**config.mk**
```make
export PLATFORM = sky130hd
export DESIGN_NAME = func_arbiter
export DESIGN_NICKNAME = d
export VERILOG_FILES = /design/src/rtl/func_arbiter.sv
export SDC_FILE = /design/constraint.sdc
export NUM_CORES = 1
export LEC_CHECK = 0
export ABC_CLOCK_PERIOD_IN_PS = 7500
export CAP_MARGIN = 20
export CORE_MARGIN = 1.5
export CORE_UTILIZATION = 35
export CTS_CLUSTER_DIAMETER = 60
export DETAILED_ROUTE_END_ITERATION = 16
export SYNTH_ARGS = -nofsm -noshare
export SYNTH_HDL_FRONTEND = slang
export SYNTH_SLANG_ARGS = --single-unit
export TNS_END_PERCENT = 20
```
**constraint.sdc**
```tcl
create_clock -name clk_i -period 7.5 [get_ports clk_i]
set_input_delay 0.75 -clock clk_i [delete_from_list [all_inputs] [get_ports clk_i]]
set_output_delay 0.75 -clock clk_i [all_outputs]
set_load 0.05 [all_outputs]
```
**src/rtl/func_arbiter.sv**
```systemverilog
// Round-robin arbiter sharing one multi-cycle func unit between two requesters.
// Runs each job with a cycle budget, and on timeout aborts the job and resets the unit.
module func_arbiter #(
  parameter int TIMEOUT = 1023
) (
  input  logic        clk_i,
  input  logic        rst_i,
  input  logic        req0_i,
  input  logic        req1_i,
  input  logic [7:0]  a0_i,
  input  logic [7:0]  b0_i,
  input  logic [7:0]  a1_i,
  input  logic [7:0]  b1_i,
  output logic        ack0_o,
  output logic        ack1_o,
  output logic [23:0] y0_o,
  output logic [23:0] y1_o,
  output logic        err0_o,
  output logic        err1_o,
  output logic        busy_o,
  output logic [1:0]  grant_o,
  output logic        f_start_o,
  output logic [7:0]  f_a_o,
  output logic [7:0]  f_b_o,
  output logic        f_rst_o,
  input  logic        f_busy_i,
  input  logic [23:0] f_y_i
);

  localparam logic [15:0] TIMEOUT_C = TIMEOUT[15:0];

  typedef enum logic [1:0] {IDLE, START, RUN, DONE} state_t;

  state_t      state_reg, state_next;
  logic [15:0] count_reg;
  logic [1:0]  grant_reg;
  logic        last_reg;
  logic        timeout_reg;
  logic [7:0]  fa_reg, fb_reg;
  logic        pick1;
  logic        run_done, run_timeout;
  logic [1:0]  ack, err;

  // Requester 1 wins when alone, or on a tie when requester 0 was served last.
  assign pick1 = req1_i && (!req0_i || !last_reg);

  // The unit raises busy one cycle after start, so busy is meaningless in RUN cycle 1.
  assign run_done    = (count_reg >= 16'd2) && !f_busy_i;
  assign run_timeout = !run_done && (count_reg == TIMEOUT_C);

  always_ff @(posedge clk_i or posedge rst_i) begin
    if (rst_i) state_reg <= IDLE;
    else       state_reg <= state_next;
  end

  always_comb begin
    state_next = state_reg;
    case (state_reg)
      IDLE:    if (req0_i || req1_i) state_next = START;
      START:   state_next = RUN;
      RUN:     if (run_done || run_timeout) state_next = DONE;
      DONE:    state_next = IDLE;
      default: state_next = IDLE;
    endcase
  end

  always_comb begin
    busy_o    = (state_reg != IDLE);
    f_start_o = (state_reg == START);
    f_rst_o   = rst_i || ((state_reg == DONE) && timeout_reg);
  end

  always_ff @(posedge clk_i or posedge rst_i) begin
    if (rst_i) begin
      count_reg   <= '0;
      grant_reg   <= '0;
      last_reg    <= 1'b1;
      timeout_reg <= 1'b0;
      fa_reg      <= '0;
      fb_reg      <= '0;
    end else begin
      case (state_reg)
        IDLE: begin
          if (req0_i || req1_i) begin
            grant_reg <= pick1 ? 2'b10 : 2'b01;
            fa_reg    <= pick1 ? a1_i : a0_i;
            fb_reg    <= pick1 ? b1_i : b0_i;
          end
        end
        START: count_reg <= 16'd1;
        RUN: begin
          if (run_timeout)   timeout_reg <= 1'b1;
          else if (!run_done) count_reg  <= count_reg + 16'd1;
        end
        DONE: begin
          grant_reg   <= '0;
          last_reg    <= grant_reg[1];
          count_reg   <= '0;
          timeout_reg <= 1'b0;
        end
        default: ;
      endcase
    end
  end

  // Per-requester result register and completion strobes.
  for (genvar gi = 0; gi < 2; gi++) begin : g_req
    logic [23:0] y_reg;

    always_ff @(posedge clk_i or posedge rst_i) begin
      if (rst_i) begin
        y_reg <= '0;
      end else if (state_reg == RUN && grant_reg[gi]) begin
        if (run_done)         y_reg <= f_y_i;
        else if (run_timeout) y_reg <= '0;
      end
    end

    assign ack[gi] = (state_reg == DONE) && grant_reg[gi];
    assign err[gi] = ack[gi] && timeout_reg;
  end

  assign ack0_o  = ack[0];
  assign ack1_o  = ack[1];
  assign err0_o  = err[0];
  assign err1_o  = err[1];
  assign y0_o    = g_req[0].y_reg;
  assign y1_o    = g_req[1].y_reg;
  assign grant_o = grant_reg;
  assign f_a_o   = fa_reg;
  assign f_b_o   = fb_reg;

endmodule

```
======== Word level (Yosys, flattened, before mapping) ========
Cells that the tools add are included.
cells by class
  $add $sub $neg .......................... 1
  magnitude comparators ................... 1
  eq/ne operators ......................... 9
  mux-type cells .......................... 15
  reduce and logical (&&, ||, !) cells .... 31
operators by type and width
  cell                                                                     number
  24-bit 2-to-1 mux                                                        2
  16-bit case mux with 3 select lines                                      1
  16-bit 2-to-1 mux                                                        2
  16-bit by 1-bit adder with 16-bit output, second input constant          1
  16-bit by 10-bit equality test with 1-bit output, second input constant  1
  16-bit by 2-bit >= comparator with 1-bit output, second input constant   1
  8-bit 2-to-1 mux                                                         2
  2-bit AND reduction                                                      6
  1-bit logical AND                                                        10
  2-bit != test, second input constant                                     5
  2-bit 2-to-1 mux                                                         4
  2-bit case mux with 4 select lines                                       1
  2-bit nonzero test                                                       4
  2-bit equality test, second input constant                               2
  1-bit logical NOT                                                        4
  1-bit logical OR                                                         4
  2-bit case mux with 2 select lines                                       1
  3-bit AND reduction                                                      1
  3-bit nonzero test                                                       1
  2-bit by 1-bit equality test with 1-bit output, second input constant    1
  2-bit logical NOT                                                        1
  1-bit case mux with 2 select lines                                       1
  1-bit 2-to-1 mux                                                         1
word-level totals
  register bits ........................... 86
  input bits .............................. 61
  word-level logic and storage cells ...... 66

======== Logic depth before layout (Yosys ltp) ========
  depth after elaboration ................. 7
  depth in mapped cells ................... 10
  depth with buffers taken out ............ 7

======== Worst setup path after synthesis ========
No wires, ideal clock.
  path type ............................... input port to output port
  start ................................... in rst_i
  end ..................................... out f_rst_o
  arrival time ............................ 3.474 ns
  required time ........................... 6.750 ns
  path slack .............................. 3.276 ns
  stages on the path ...................... 2
  buffers on the path ..................... 0
  cell sequence ........................... inv_1 nand2_1
on the way
  longest elaborated chain between the ends .. 1
RTL lines
  item              RTL line  RTL
  start, declared   7         input logic rst_i,
  1-bit logical OR  70        f_rst_o = rst_i || ((state_reg == DONE) && timeout_reg);
  end, declared     25        output logic f_rst_o,
No other way between the ends.

======== Final worst setup path ========
Ends and elaborated chain as after synthesis.

==> run_results.csv <==
group,metric,value,unit
run_status,outcome,"finished clean",
floorplanning,num_rows,40,
worst_setup_path,cp_data_required_time,6.75,ns
place,placed_area,5660,um2
finish,final_cells,625,
grt,antenna_found_initial,0,
finish,multi_input_area,1860,um2
worst_setup_path,critPathKind,"in -> out",
place,place_inst,609,
timing,max_freq,0.285,GHz
floorplanning,die_y,113,um
floorplanning,dieArea,12800,um2
timing,slew_violations,0,
timing,hold_violations,0,
worst_setup_path,startpoint_type,"input port",
route,wl_per_cell,16.9,um
clock_tree,post_cts_resized,0,
finish,nets,540,
finish,ff_latch_area,2150,um2
logic_synthesis,synth_cell_types,51,
grt,track_usage,16.9,%
grt,grt_max_degree,56,
logic_synthesis,ys_ff_latch,86,
power,clkPwrFrac,23.0,%
clock_tree,clkLatencyLatePin,0.34,ns
power,irDropWorstVdd,0.198,mV
grt,grt-ovfl-total,0,
route,ant_nets,0,
route,routed_wl,10600,um
clock_tree,cts_buffers,9,
route,dr.first_iter.drc_count,261,
flow_run,max_cap_violations,0,
floorplanning,coreArea,11900,um2
logic_synthesis,async_reset_ff_share,100,%
logic_synthesis,netlist_area,4240,um2
logic_synthesis,avgSynthCellArea,12.4,um2
route,via_count,3224,
logic_synthesis,synthCells,342,
place,portBuffers,133,
route,viasPerCell,5.16,
grt,grt_pass1_wl,17100,um
power,comb_power_share,45.1,%
timing,setup_viol,0,
power,p_sw_share,41.7,%
floorplanning,die_width,113,um
logic_synthesis,syn_nets,409,
logic_synthesis,synth-main-ff-cell,"dfrtp_1",
place,gp_routability_congestion,0.783,
finish,diodes,0,
route,dr.pass1.iters,5,
power,power_leakage,2.84,nW
power,seq_power_share,31.9,%
clock_tree,cts_setup_buffers,0,
finish,fin_area,5960,um2
timing,tightest_slew,0.836,ns
clock_tree,cts_buffer_depth,2,
finish,nFillCells,1071,
clock_tree,htreeDepth,3,
route,drc_errors,0,
clock_tree,cts-root-buf,"clkbuf_16",
clock_tree,cts.sinks,86,
hold_path,hold_class,"reg -> reg",
timing,slew_headroom,44.3,%
clock_tree,clk_pin_slew_worst_paths,0.06,ns
clock_tree,cts_tree,"built",
grt,grt_pass1_vias,3254,
timing,final.setup.tns,0,ns
logic_synthesis,synth_edf_count,0,
power,power.density,328,nW/um2
logic_synthesis,ys_seq_area_share,50.7,%
floorplanning,start_util,35.6,%
clock_tree,ctsHoldBuffers,0,
power,internal_power,1.14,mW
finish,area_delta_synth_final,40.5,%
worst_setup_path,cp_max_fo,33,
power,p_sw,0.817,mW
timing,period_needed,3.50,ns
timing,finClkSkew,0.00636,ns
logic_synthesis,yosysWarnings,0,
place,dp_hpwl,7360,um
floorplanning,io_pins,134,
timing,rsz0062_at_grt,"false",
worst_setup_path,worstPathArrival,2.75,ns
timing,fin_crit_sh,46.7,%
finish,drive_gt1_share,16.7,%
worst_setup_path,endpoint_kind,"output pin",
layer usage:
| layer | share of wire, % | vias up | track usage (%) |
|---|---|---|---|
| met4 | 1.6 | 0 | 4.75 |
| met3 | 5.2 | 17 | 4.23 |
| met1 | 46 | 1593 | 23.3 |
| li1 | - | 1512 | - |
| met5 | 0 | - | 0 |
| met2 | 47 | 102 | 26.6 |
final timing paths:
check                                   from        to  slack (ns)  cells after the start
worst max-delay path                   rst_i   f_rst_o        4.00                      4
worst min-delay path                f_b_o[3]  f_b_o[3]        0.49                      2
worst max register to register  state_reg[0]  y1_o[14]        4.75                      7
worst min register to register      f_b_o[3]  f_b_o[3]        0.49                      2
max in group asynchronous              rst_i   y0_o[5]        5.64                      3
min in group asynchronous              rst_i  f_b_o[0]        0.78                      2
layout by cell type, fill, tap and decap left out, types with 6 or more instances in the layout:
cell	Yosys	final
clkdlybuf4s50_1	0	133
nor2_1	11	11
and2_1	27	27
and3_1	6	6
nand2_1	22	22
mux2_4	40	40
a222oi_1	16	16
o21ai_0	6	6
ha_1	6	6
inv_1	26	25
nand3_1	9	9
clkbuf_16	0	9
mux2_2	9	9
dfrtp_1	85	85
metrics by stage:
stage               hold slack, ns  util, %  power, mW  worst slack (ns)
global placement             0.476     47.4       1.50              3.98
global route                 0.510     50.1       2.07              3.82
finish                       0.490     50.1       1.96              4.00
detailed placement           0.478     47.5       1.52              3.95
CTS                          0.493     50.1       1.98              3.94
floorplan                    0.487        -       1.22              3.28
critical path, cell delays in order:
cell,delay [ns]
clkdlybuf4s50_1,0.48
clkinv_2,0.45
nand2_1,0.23
clkdlybuf4s50_1,0.83
kinds of logic (layout without fill, tap and decap cells):
group | Yosys count | in the layout | synth area share (%)
simple gates | 98 | 98 | 13.5
fa+ha+maj | 6 | 6 | 1.77
compound gates | 59 | 59 | 11.6
mux | 50 | 50 | 16.8
buf+inv | 43 | 179 | 5.66
flops | 86 | 86 | 50.7
cell type report:
class	count	share of cell area, %
inverters	26	1.66
clock buffers	11	4.07
well taps	147	3.08
flip-flops and latches	86	36.1
clock inverters	5	0.986
multi-input cells	213	31.2
repair buffers	137	22.9
cells in the mapped netlist (2+ instances only):
cell	number	area [um2]
dfrtp_1	85	2130
mux2_4	40	601
and2_1	27	169
inv_1	26	97.6
nand2_1	22	82.6
a222oi_1	16	160
nor2_1	11	41.3
mux2_2	9	101
nand3_1	9	45.0
clkbuf_1	8	30.0
and3_1	6	37.5
ha_1	6	75.1
o21ai_0	6	30.0
a21oi_1	5	25.0
nor4_1	5	31.3
buf_12	4	80.1
nor3_1	4	20.0
o311ai_0	4	35.0
nand4_1	3	18.8
o211ai_1	3	22.5
or3_1	3	18.8
a21o_1	2	15.0
a221o_1	2	20.0
a22oi_1	2	15.0
a31oi_1	2	12.5
a32o_1	2	20.0
buf_2	2	10.0
nand2_8	2	40.0
o311a_1	2	20.0
o31ai_1	2	15.0
or4_1	2	15.0
power groups by stage:
stage | sequential [mW] | combinational (mW) | clock [mW]
2_1_floorplan | 0.899 | 0.322 | 0
3_3_place_gp | 0.628 | 0.869 | 0
3_5_place_dp | 0.631 | 0.888 | 0
4_1_cts | 0.624 | 0.893 | 0.463
5_1_grt | 0.639 | 0.943 | 0.486
6_report | 0.624 | 0.883 | 0.451
No activity file was read; power rests on OpenSTA's default activity.
